==> src/rtl/if_stage_pkg.sv <==
// Shared definitions for the instruction fetch stage: PC select encodings,
// reset/bubble constants, fetch FSM states and an immediate sign-extender.
package if_stage_pkg;

    localparam logic [31:0] RESET_PC = 32'h0000_0000;
    localparam logic [31:0] NOP_WORD = 32'h0000_0000;

    localparam logic [1:0] PC_SEQ = 2'b00;
    localparam logic [1:0] PC_BR  = 2'b10;
    localparam logic [1:0] PC_J   = 2'b11;

    typedef enum logic [1:0] {
        IDLE = 2'd0,
        REQ  = 2'd1,
        DROP = 2'd2
    } fetch_state_e;

    function automatic logic [31:0] sext16(input logic [15:0] v);
        return {{16{v[15]}}, v};
    endfunction

endpackage

==> src/rtl/if_stage_npc_sel.sv <==
// Next-PC selector: computes PC+4, the branch target and the jump target
// of the ID-stage instruction, and picks one according to Pcsrc.
// Pcsrc 01 is not a real encoding and falls back to sequential.
module npc_sel (
    input  logic [31:0] pc,
    input  logic [31:0] idpc4,
    input  logic [31:0] inst,
    input  logic [1:0]  pcsrc,
    output logic [31:0] pc4,
    output logic [31:0] npc
);
    import if_stage_pkg::*;

    logic [31:0] offset;
    logic [31:0] brtarget;
    logic [31:0] jtarget;

    assign pc4      = pc + 32'd4;
    assign offset   = sext16(inst[15:0]) << 2;
    assign brtarget = idpc4 + offset;
    assign jtarget  = {idpc4[31:28], inst[25:0], 2'b00};

    // Select the next PC; anything other than branch or jump is sequential
    always_comb begin
        npc = pc4;
        case (pcsrc)
            PC_BR:   npc = brtarget;
            PC_J:    npc = jtarget;
            default: npc = pc4;
        endcase
    end

endmodule

==> src/rtl/if_stage.sv <==
// Instruction fetch stage with IF/ID pipeline register.
// Owns the PC, issues word fetches over an Ireq/Irdy handshake and presents
// the decoded fields of the ID instruction to the control unit.
// Optional macro IF_DELAY_SLOT_EN: keep the word fetched in the redirect
// cycle as a valid branch delay slot instead of squashing it.
module if_stage (
    input  logic        Clk,
    input  logic        Clrn,
    input  logic [1:0]  Pcsrc,
    input  logic        STALL,
    output logic        Ireq,
    output logic [31:0] Iaddr,
    input  logic        Irdy,
    input  logic [31:0] Idata,
    output logic [31:0] Inst,
    output logic [31:0] IdPc4,
    output logic        IdValid,
    output logic [5:0]  Op,
    output logic [5:0]  Func,
    output logic [4:0]  Rs,
    output logic [4:0]  Rt,
    output logic [4:0]  Rd,
    output logic [15:0] Imm
);
    import if_stage_pkg::*;

    fetch_state_e state;
    logic [31:0]  pc;
    logic [31:0]  pc4;
    logic [31:0]  npc;
    logic         redirect;

    npc_sel u_npc_sel (
        .pc    (pc),
        .idpc4 (IdPc4),
        .inst  (Inst),
        .pcsrc (Pcsrc),
        .pc4   (pc4),
        .npc   (npc)
    );

    // Only a non-stalled branch/jump from the ID instruction steers the PC
    assign redirect = !STALL && Pcsrc[1];

    assign Op   = Inst[31:26];
    assign Rs   = Inst[25:21];
    assign Rt   = Inst[20:16];
    assign Rd   = Inst[15:11];
    assign Imm  = Inst[15:0];
    assign Func = Inst[5:0];

    // Fetch FSM; Iaddr is its own register so it stays on the stale address in DROP
    always_ff @(posedge Clk or negedge Clrn) begin
        if (!Clrn) begin
            state   <= IDLE;
            pc      <= RESET_PC;
            Iaddr   <= RESET_PC;
            Ireq    <= 1'b0;
            Inst    <= NOP_WORD;
            IdPc4   <= 32'h0000_0000;
            IdValid <= 1'b0;
        end else begin
            case (state)
                IDLE: begin
                    state <= REQ;
                    Ireq  <= 1'b1;
                    Iaddr <= pc;
                end
                REQ: begin
                    if (!STALL) begin
                        if (Irdy) begin
                            if (redirect) begin
                                pc    <= npc;
                                Iaddr <= npc;
`ifdef IF_DELAY_SLOT_EN
                                Inst    <= Idata;
                                IdPc4   <= pc4;
                                IdValid <= 1'b1;
`else
                                Inst    <= NOP_WORD;
                                IdValid <= 1'b0;
`endif
                            end else begin
                                Inst    <= Idata;
                                IdPc4   <= pc4;
                                IdValid <= 1'b1;
                                pc      <= pc4;
                                Iaddr   <= pc4;
                            end
                        end else begin
                            Inst    <= NOP_WORD;
                            IdValid <= 1'b0;
                            if (redirect) begin
                                pc    <= npc;
                                state <= DROP;
                            end
                        end
                    end
                end
                DROP: begin
                    if (!STALL) begin
                        Inst    <= NOP_WORD;
                        IdValid <= 1'b0;
                        if (redirect) begin
                            pc <= npc;
                        end
                        if (Irdy) begin
                            state <= REQ;
                            Iaddr <= redirect ? npc : pc;
                        end
                    end
                end
                default: begin
                    state <= IDLE;
                    Ireq  <= 1'b0;
                end
            endcase
        end
    end

endmodule
==> config.mk <==
export PLATFORM = sky130hd
export DESIGN_NAME = if_stage
export DESIGN_NICKNAME = d
export VERILOG_FILES = /design/src/rtl/if_stage_pkg.sv /design/src/rtl/if_stage_npc_sel.sv /design/src/rtl/if_stage.sv
export SDC_FILE = /design/constraint.sdc
export NUM_CORES = 1
export LEC_CHECK = 0
export ABC_AREA = 1
export CAP_MARGIN = 20
export CORE_UTILIZATION = 42
export CTS_CLUSTER_DIAMETER = 120
export DETAILED_ROUTE_END_ITERATION = 16
export PLACE_DENSITY = 0.69
export SETUP_SLACK_MARGIN = 0.2
export SLEW_MARGIN = 20
export SYNTH_ARGS = -nofsm -noshare
export SYNTH_HDL_FRONTEND = slang
export SYNTH_SLANG_ARGS = --single-unit
export TNS_END_PERCENT = 30
==> constraint.sdc <==
create_clock -name Clk -period 2 [get_ports Clk]
set_input_delay 0.4 -clock Clk [delete_from_list [all_inputs] [get_ports Clk]]
set_output_delay 0.4 -clock Clk [all_outputs]
set_load 0.01 [all_outputs]
Yosys cells after proc, flatten, opt, wreduce, memory -nomap -nowiden

Cells that the tools add are included.

Output and inout port bits: 141
Input port bits: 38
Logic and storage cells: 60
Bits in registers: 132

Equality and inequality tests: 10
Bitwise operators: 2
Add/subtract/negate cells: 2
Reductions and logical operators: 10
Multiplexer cells: 29

Operator list:

| cell                    | number |
|---|---|
| $mux W32                | 13 |
| $pmux W32 S2            | 3 |
| $pmux W32 S3            | 1 |
| $add A32 B3 Y32 const B | 1 |
| $add A32 B32 Y32        | 1 |
| $ne A2 B2 Y1 const B    | 6 |
| $mux W2                 | 5 |
| $reduce_and A5 Y1       | 2 |
| $eq A2 B2 Y1 const B    | 3 |
| $pmux W2 S3             | 1 |
| $mux W1                 | 4 |
| $pmux W1 S2             | 2 |
| $reduce_and A4 Y1       | 1 |
| $reduce_and A3 Y1       | 1 |
| $reduce_bool A3 Y1      | 1 |
| $eq A2 B1 Y1 const B    | 1 |
| $logic_not A2 Y1        | 1 |
| $not A1 Y1              | 2 |
| $reduce_bool A2 Y1      | 1 |
| $reduce_or A2 Y1        | 1 |
| $logic_and A1 B1 Y1     | 1 |
| $logic_not A1 Y1        | 1 |

Logic depth before layout (Yosys ltp)

Gate-level depths: netlist (run 1).

Depth after elaboration: 6
Mapped depth: 19
Depth with buffers taken out: 19

Cells and area by module

From an unflattened synthesis (run 1), not the netlist that was laid out.

Cells, all modules: 1,777
Area total of the unflattened synthesis: 10,964.3 um^2

By module, submodules not included:

| module   | cells an instance | sequential area each (um^2) | area each (um^2) | instances |
|---|---|---|---|---|
| if_stage | 1,023             | 3,303.2                     | 7,340.8          | 1 |
| npc_sel  | 754               | 0.0                         | 3,623.5          | 1 |

Worst setup path after synthesis (run 1)

Ideal clock, no wire load.

Path type: reg2reg
Start point: register Inst[0]
End point: register Iaddr[16]
Arrival time: 2.207 ns
Path slack: -0.323 ns
Library setup time: 0.117 ns
Clock period less this slack: 2.323 ns
Path buffers: 0
Cell stages (with the launch flop): 20
Path through: dfrtp_1 ha_1 inv_1 fa_1 inv_1 nand3_1 nand3_1 nand2_1 nand2_1 nand3_1 nand2_1 nand2_1 nand3_1 nand2_1 nand2_1 o21ai_0 nand2_1 nand3_1 nand2_1 nand2_1

Word-level cells in the longest chain between the ends: 6
Elaborated cells on any way between the ends: 9
Those cells by class: add/sub: 1; mux: 8

RTL lines:

| what                        | line                            | RTL |
|---|---|---|
| start: declaration          | if_stage.sv:15                  | `output logic [31:0] Inst,` |
| start signal: assignment    | if_stage.sv:84                  | `Inst <= Idata;` |
| $add A32 B32 Y32 (*)        | if_stage_npc_sel.sv:20          | `assign brtarget = idpc4 + offset;` |
| $pmux W32 S2 (*)            | if_stage_npc_sel.sv:26          | `case (pcsrc)` |
| $mux W32 (on tied branches) | n/a                             |  |
| $mux W32 (on tied branches) | if_stage.sv:107, if_stage.sv:71 |  |
| $mux W32 (on tied branches) | if_stage.sv:101, if_stage.sv:70 |  |
| $pmux W32 S3 (*)            | if_stage.sv:63                  | `case (state)` |
| end signal: assignment      | if_stage.sv:67                  | `Iaddr <= pc;` |
| end signal: assignment      | if_stage.sv:74                  | `Iaddr <= npc;` |
| end signal: assignment      | if_stage.sv:109                 | `Iaddr <= redirect ? npc : pc;` |
| end: declaration            | if_stage.sv:12                  | `output logic [31:0] Iaddr,` |

Every way passes the cells marked *; elsewhere a longest branch is shown, timed or not. The select of a mux whose other input is x is not followed.
A chain may end at the register's enable or synchronous reset.

Worst setup path after layout (run 1)

Start point: register IdPc4[10]
End point: register Iaddr[26]

Word-level cells in the longest chain between the ends: 6
Elaborated cells on any way between the ends: 9
Those cells by class: add/sub: 1; mux: 8

RTL lines:

| what                        | line                            | RTL |
|---|---|---|
| start: declaration          | if_stage.sv:16                  | `output logic [31:0] IdPc4,` |
| start signal: assignment    | if_stage.sv:85                  | `IdPc4 <= pc4;` |
| $add A32 B32 Y32 (*)        | if_stage_npc_sel.sv:20          |  |
| $pmux W32 S2 (*)            | if_stage_npc_sel.sv:26          |  |
| $mux W32 (on tied branches) | n/a                             |  |
| $mux W32 (on tied branches) | if_stage.sv:107, if_stage.sv:71 |  |
| $mux W32 (on tied branches) | if_stage.sv:101, if_stage.sv:70 |  |
| $pmux W32 S3 (*)            | if_stage.sv:63                  |  |

Marks and branches as above.

==> results of run 1 <==
==> layout make-up <==
class | instances | area [µm²] | share of cell area
inverters | 177 | 672 | 0.0404
multi-input cells | 1134 | 7110 | 0.428
clock buffers | 18 | 439 | 0.0264
well taps | 319 | 399 | 0.0240
repair buffers | 493 | 4480 | 0.270
clock inverters | 13 | 198 | 0.0119
flip-flops and latches | 132 | 3310 | 0.200
==> repair_timing <==
action	in CTS	in global routing
buffers inserted	20	14
resized for setup	278	183
pin swaps	52	58
hold endpoints to repair	28	0
hold buffers	1	0
setup endpoints to repair	180	212
==> registers in the layout (all words and copies together), names as in the netlist <==
register	flops
Inst	32
IdValid	1
Iaddr	32
IdPc4	32
Ireq	1
pc	32
state	2
==> kinds of logic (layout without fill, tap and decap cells) <==
logic type                 after synthesis  count (layout)
and+or+nand+nor                        826             826
buffers and inverters                  282             701
AOI/OAI and AO/OA                      244             244
DFF                                    132             132
adders and majority gates               35              35
xor gates and xnor gates                29              29
==> metal layers <==
layer  up-vias  part of all wire
li1       5778                 -
met1      6022              0.43
met2       611              0.47
met3       104             0.065
met4         0             0.031
met5         -                 0
==> worst register-to-register path: stages, from the launching register on <==
cell and delay [ns]:
dfrtp_1 0.41, ha_4 0.33, nand2_4 0.07, inv_2 0.08, buf_4 0.12, nand2_4 0.06
inv_2 0.11, nand2_1 0.12, nor2_1 0.15, nand2_2 0.09, nand4_1 0.11, nand3_2 0.11
nand2_1 0.09, nand2_1 0.12, nand3_1 0.11, nand3_1 0.10, nand2_2 0.11, nand2_1 0.06
==> cell usage after synthesis (all sizes together) <==
library cell and count:
dfrtp 132, and2 1, buf 63, o21a 3, inv 175, nor3 19
o21ai 122, ha 34, o21bai 1, xnor2 3, a21oi 72, nor4 4
nor2 88, fa 1, a221oi 1, o221ai 1, xor2 26, clkinv 2
o211ai 5, a32oi 2, o31ai 2, a32o 14, o2111ai 1, clkbuf 42
nand2 566, o22ai 18, nand3b 3, a211oi 2, nand3 120, nor3b 1
or2 7, nand4 17
==> power by group through the flow <==
stage	logic, mW	clock network (mW)	registers (mW)
after floorplan	6.68	0	5.09
after global placement	14.5	0	4.71
after detailed placement	14.7	0	4.72
after CTS	16.5	3.56	4.85
after global routing	19.0	3.67	5.00
final	17.8	3.56	4.90
==> through the flow <==
stage	TNS (ns)	hold slack, ns	cell area (µm²)
after floorplan	-1.64	0.104	10100
after global placement	-22.42	0.312	14100
after detailed placement	-25.80	0.309	14100
after CTS	-11.77	0.416	15900
after global routing	-22.41	0.443	16600
final	-15.77	0.409	16600
==> how the worst max path moves through the flow <==
stage | from | to | slack [ns] | cells after the start
floorplan | Inst[15]$_DFFE_PN0P_ | Iaddr[29]$_DFFE_PN0P_ | -0.14 | 15
global placement | Inst[15]$_DFFE_PN0P_ | pc[21]$_DFFE_PN0P_ | -0.58 | 17
detailed placement | Inst[15]$_DFFE_PN0P_ | pc[21]$_DFFE_PN0P_ | -0.60 | 17
CTS | Inst[15]$_DFFE_PN0P_ | Iaddr[27]$_DFFE_PN0P_ | -0.33 | 20
global route | Inst[15]$_DFFE_PN0P_ | Iaddr[29]$_DFFE_PN0P_ | -0.53 | 17
finish | IdPc4[10]$_DFFE_PN0P_ | Iaddr[26]$_DFFE_PN0P_ | -0.44 | 17
==> impl_metrics.py, run 1 <==
metrics = {
    "run_status": {
        "status": "finished with violations",
        "violations": "negative setup slack",
    },
    "floorplan": {
        "dieHeight_um": 157,
        "io_pins": 179,
        "core_area_um2": 23500,
        "start_util": 0.429,
        "fp-row-count": 56,
        "die_w_um": 157,
        "die_area_um2": 24600,
    },
    "yosys": {
        "netlist_top_cells_area": "dfrtp_1 (33%), nand2_1 (21%), inv_1 (6.4%)",
        "yosys.area_share.adder": 0.0443,
        "synth_seq_cells": 132,
        "synth_top_family_by_area": "simple AND/OR/NAND/NOR gates",
        "synth.distinct_cells": 44,
        "syn-mean-instance-area_um2": 6.50,
        "synth_area_um2": 10100,
        "yosys.area_share.xor_xnor": 0.0252,
        "yosys.area_share.simple": 0.343,
        "ys_seq_area_frac": 0.328,
        "syn_inst": 1548,
        "ys_warn_count": 0,
        "muxShareOfSynthArea": 0,
        "synth_top_area_share": 0.328,
        "synth_nets": 1621,
        "yosysTopAreaCell": "dfrtp_1",
        "synth_compound_area_frac": 0.136,
    },
    "grt": {
        "grt_pass1_vias": 11700,
        "grt.overflow.total": 0,
        "track_usage": 0.342,
        "grt_most_used_layer": "met2",
        "grtUsageMet3": 0.0368,
        "grt_max_degree": 50,
        "met2_usage": 0.564,
        "met1_usage": 0.465,
        "antenna_found_initial": 0,
        "grt_first_pass_wirelength_mm": 63.7,
    },
    "timing": {
        "period_needed_ns": 2.44,
        "fin_ws_ns": -0.436,
        "slew_headroom": 0.652,
        "hold_viol_final": 0,
        "setup_viol": 57,
        "tightest_slew_ns": 0.517,
        "max_clock_freq_mhz": 411,
        "min_period_over_period": 1.22,
        "final-max-slew-violation-count": 0,
        "rsz0062_at_grt": "true",
        "skew_ns": 0.0232,
    },
    "finish": {
        "stdcell_count": 2286,
        "syn_to_final_growth_pct": 65.0,
        "final_common_cell": "nand2_1",
        "num_antenna_cells": 0,
        "filler_cell_count": 1848,
        "final_layout_size_suffix_gt1_frac": 0.346,
        "layout_common_cells": "nand2_1 (445), buf_4 (275), clkdlybuf4s50_1 (149)",
        "final_nets": 2028,
        "utilization": 0.708,
    },
    "setup_path": {
        "critical_path_buf_inv_count": 3,
        "required_ns": 2.32,
        "reg2reg_from": "IdPc4[10]$_DFFE_PN0P_",
        "start_kind": "flop",
        "r2r-end": "Iaddr[26]$_DFFE_PN0P_",
        "critical_path_class": "flop to flop",
        "crit_path_end_kind": "flop",
        "cp_cell_sequence": "ha_4 -> nand2_4 -> inv_2 -> buf_4 -> nand2_4 -> inv_2 -> nand2_1 -> nor2_1 -> nand2_2 -> nand4_1 -> nand3_2 -> nand2_1 -> nand2_1 -> nand3_1 -> nand3_1 -> nand2_2 -> nand2_1",
        "critical_path.max_fanout": 4,
        "cp.arrival_ns": 2.76,
        "cp_common_cell": "nand2_1",
        "r2r_cells": 17,
        "cpMaxStageDelayCell": "dfrtp_1",
        "critPathMaxStageDelay_ns": 0.41,
        "rrSetupSlack_ns": -0.44,
        "cp_top_family": "simple AND/OR/NAND/NOR gates",
    },
    "pwr": {
        "power.switching_mw": 11.8,
        "power.total_mw": 26.2,
        "ir_drop_v": 0.00205,
        "leakage_nw": 8.18,
        "internal-power_mw": 14.4,
        "power_frac_clock": 0.136,
        "switching_share": 0.452,
        "pwr-share-seq": 0.187,
        "power_density_nw_per_um2": 1580,
        "p_comb_frac": 0.677,
    },
    "run": {
        "drv_cap": 0,
    },
    "drt": {
        "avgRoutedWirePerCell_um": 18.8,
        "first_iter_violations": 1157,
        "vias_per_cell": 5.47,
        "drc_errors": 0,
        "vias": 12500,
        "wl_mm": 43.1,
        "dr.pass1.iters": 7,
        "drtAntennaViolNets": 0,
    },
    "clocking": {
        "cts_sinks": 132,
        "clk_pin_slew_ns": 0.07,
        "clockBufferDepth": 2,
        "cts_tree": "yes",
        "numCtsBuffers": 17,
        "clk_latency_ns": 0.44,
        "ctsHtreeMaxLevel": 4,
        "cts_root_buffer": "clkbuf_16",
    },
    "placement": {
        "dp_hpwl_mm": 30.6,
        "place_congestion": 0.979,
        "port_buffers": 178,
        "place_inst": 2220,
        "dp_slack_ns": -0.597,
    },
    "worst_hold_path": {
        "hp-class": "input pin to asynchronous set/reset pin",
    },
}
No activity file was read; power rests on OpenSTA's default activity.
==> run 2, diff against run 1 <==
--- a/config.mk
+++ b/config.mk
@@ -10,7 +10,7 @@
 export CORE_UTILIZATION = 42
 export CTS_CLUSTER_DIAMETER = 120
 export DETAILED_ROUTE_END_ITERATION = 16
-export PLACE_DENSITY = 0.69
+export PLACE_DENSITY = 0.66
 export SETUP_SLACK_MARGIN = 0.2
 export SLEW_MARGIN = 20
 export SYNTH_ARGS = -nofsm -noshare
==> constraint.sdc (replaced) <==
create_clock -name Clk -period 2.3 [get_ports Clk]
set_input_delay 0.46 -clock Clk [delete_from_list [all_inputs] [get_ports Clk]]
set_output_delay 0.46 -clock Clk [all_outputs]
set_load 0.01 [all_outputs]
==> impl_metrics.py, run 2 (synthesis results as in run 1) <==
metrics = {
    "drt": {
        "vias_per_cell": 5.48,
        "wl_mm": 42.9,
        "dr.pass1.iters": 6,
        "first_iter_violations": 1200,
        "drc_errors": 0,
        "drtAntennaViolNets": 0,
        "avgRoutedWirePerCell_um": 19.3,
        "vias": 12200,
    },
    "floorplan": {
        "start_util": 0.429,
        "fp-row-count": 56,
        "io_pins": 179,
        "core_area_um2": 23500,
        "die_w_um": 157,
        "dieHeight_um": 157,
        "die_area_um2": 24600,
    },
    "placement": {
        "place_inst": 2164,
        "dp_hpwl_mm": 29.5,
        "place_congestion": 0.933,
        "port_buffers": 178,
        "placed_cell_area_um2": 13600,
    },
    "timing": {
        "fin_ws_ns": -0.134,
        "min_period_over_period": 1.06,
        "tightest_slew_ns": 0.561,
        "hold_viol_final": 5,
        "setup_viol": 28,
        "final-max-slew-violation-count": 0,
        "skew_ns": 0.0126,
        "rsz0062_at_grt": "true",
        "holdWs_ns": -0.0139,
        "slew_headroom": 0.626,
        "max_clock_freq_mhz": 411,
        "period_needed_ns": 2.43,
    },
    "finish": {
        "stdcell_count": 2221,
        "final_common_cell": "nand2_1",
        "filler_cell_count": 1923,
        "final_layout_size_suffix_gt1_frac": 0.340,
        "layout_common_cells": "nand2_1 (419), buf_4 (212), clkdlybuf4s50_1 (174)",
        "utilization": 0.686,
        "design_area_um2": 16100,
        "syn_to_final_growth_pct": 60.1,
        "final_nets": 1962,
        "num_antenna_cells": 0,
    },
    "setup_path": {
        "cpMaxStageDelayCell": "dfrtp_1",
        "cp_common_cell": "nand2_1",
        "critical_path_class": "flop to flop",
        "crit_path_end_kind": "flop",
        "cp.arrival_ns": 2.75,
        "start_kind": "flop",
        "critPathMaxStageDelay_ns": 0.42,
        "rrSetupSlack_ns": -0.13,
        "critical_path.max_fanout": 3,
        "required_ns": 2.62,
        "cp_cell_sequence": "ha_4 -> nand2_1 -> inv_1 -> nand2_1 -> nor2_1 -> nand2_4 -> nand3_4 -> buf_6 -> nand2_2 -> nand2_1 -> o21ai_1 -> buf_4 -> nand2_4 -> o21a_1 -> nor2_1 -> o21ai_2 -> nand2_1",
    },
    "clocking": {
        "clockBufferDepth": 2,
        "cts_sinks": 132,
        "cts_root_buffer": "clkbuf_16",
        "clk_pin_slew_ns": 0.07,
        "ctsHtreeMaxLevel": 4,
        "numCtsBuffers": 17,
        "cts_tree": "yes",
        "cts-hold-fix-buffers": 0,
        "clk_latency_ns": 0.43,
    },
    "grt": {
        "grt_max_degree": 53,
        "grt_most_used_layer": "met2",
        "antenna_found_initial": 1,
        "met1_usage": 0.467,
        "grt_pass1_vias": 11400,
        "track_usage": 0.334,
        "met2_usage": 0.523,
        "grtUsageMet3": 0.0537,
        "grt.overflow.total": 0,
        "grt_first_pass_wirelength_mm": 62.5,
    },
    "worst_hold_path": {
        "hp-class": "input pin to asynchronous set/reset pin",
    },
    "pwr": {
        "leakage_nw": 7.74,
        "power.total_mw": 22.1,
        "ir_drop_v": 0.00170,
        "power_density_nw_per_um2": 1370,
    },
    "run_status": {
        "violations": "negative hold slack, negative setup slack",
        "status": "finished with violations",
    },
    "run": {
        "drv_cap": 0,
    },
}
run 2: cell count changes in the layout (fill, tap and decap cells not counted), moves of 8 or more:
cell and delta:
nand3_1 -14, dlygate4sd2_1 -8, nand2_2 +24, nand2_1 -26
buf_4 -63, nand3_2 +15, clkdlybuf4s50_1 +25
run 2: worst max-delay path, delay by kind of cell, from the launching register on:
kind	cells	cell delay, ns
AND/OR/NAND/NOR	10	0.84
buffers and inverters	3	0.42
AO/OA/AOI/OAI	3	0.33
flip-flops	1	0.42
adder cells (fa/ha/maj)	1	0.30
run 2: final timing paths:
check | depth (start not counted) | start | end
max | 17 | Inst[8]$_DFFE_PN0P_ | Iaddr[14]$_DFFE_PN0P_
min | 1 | Clrn | Iaddr[4]$_DFFE_PN0P_
max reg2reg | 17 | Inst[8]$_DFFE_PN0P_ | Iaddr[14]$_DFFE_PN0P_
min reg2reg | 2 | Iaddr[14]$_DFFE_PN0P_ | Iaddr[14]$_DFFE_PN0P_
max in group asynchronous | 2 | Clrn | IdValid$_DFFE_PN0P_
min in group Clk | 2 | Iaddr[14]$_DFFE_PN0P_ | Iaddr[14]$_DFFE_PN0P_
run 2: cell type report:
type | instances | area, µm² | share of cell area
tap | 319 | 399 | 0.0248
inverter | 177 | 674 | 0.0419
clock buffer | 19 | 443 | 0.0275
sequential | 132 | 3310 | 0.205
clock inverter | 13 | 173 | 0.0107
multi-input combinational | 1134 | 7200 | 0.447
timing repair buffer | 427 | 3920 | 0.243
run 2: routing by layer:
layer,vias to the layer above,share of wire
li1,5639,-
met1,5838,0.42
met2,594,0.47
met3,92,0.084
met4,0,0.027
met5,-,0
run 2: timing repair:
action,CTS,global route
pin swaps,48,110
gates resized for setup,207,261
buffers inserted,11,14
setup endpoints to repair,58,70
run 2: power by group:
part / internal (mW) / leakage [nW] / total [mW] / switching, mW
clock network: 1.75 / 0.287 / 2.96 / 1.20
registers: 3.32 / 1.69 / 4.25 / 0.928
logic: 6.77 / 5.75 / 14.9 / 8.09
total: 11.8 / 7.74 / 22.1 / 10.2
run 2: stage by stage:
step | setup TNS [ns] | setup WS [ns]
global route | -6.81 | -0.266
floorplan | 0 | 0.161
finish | -1.43 | -0.134
detailed placement | -5.51 | -0.317
CTS | -0.258 | -0.0434
global placement | -4.05 | -0.279
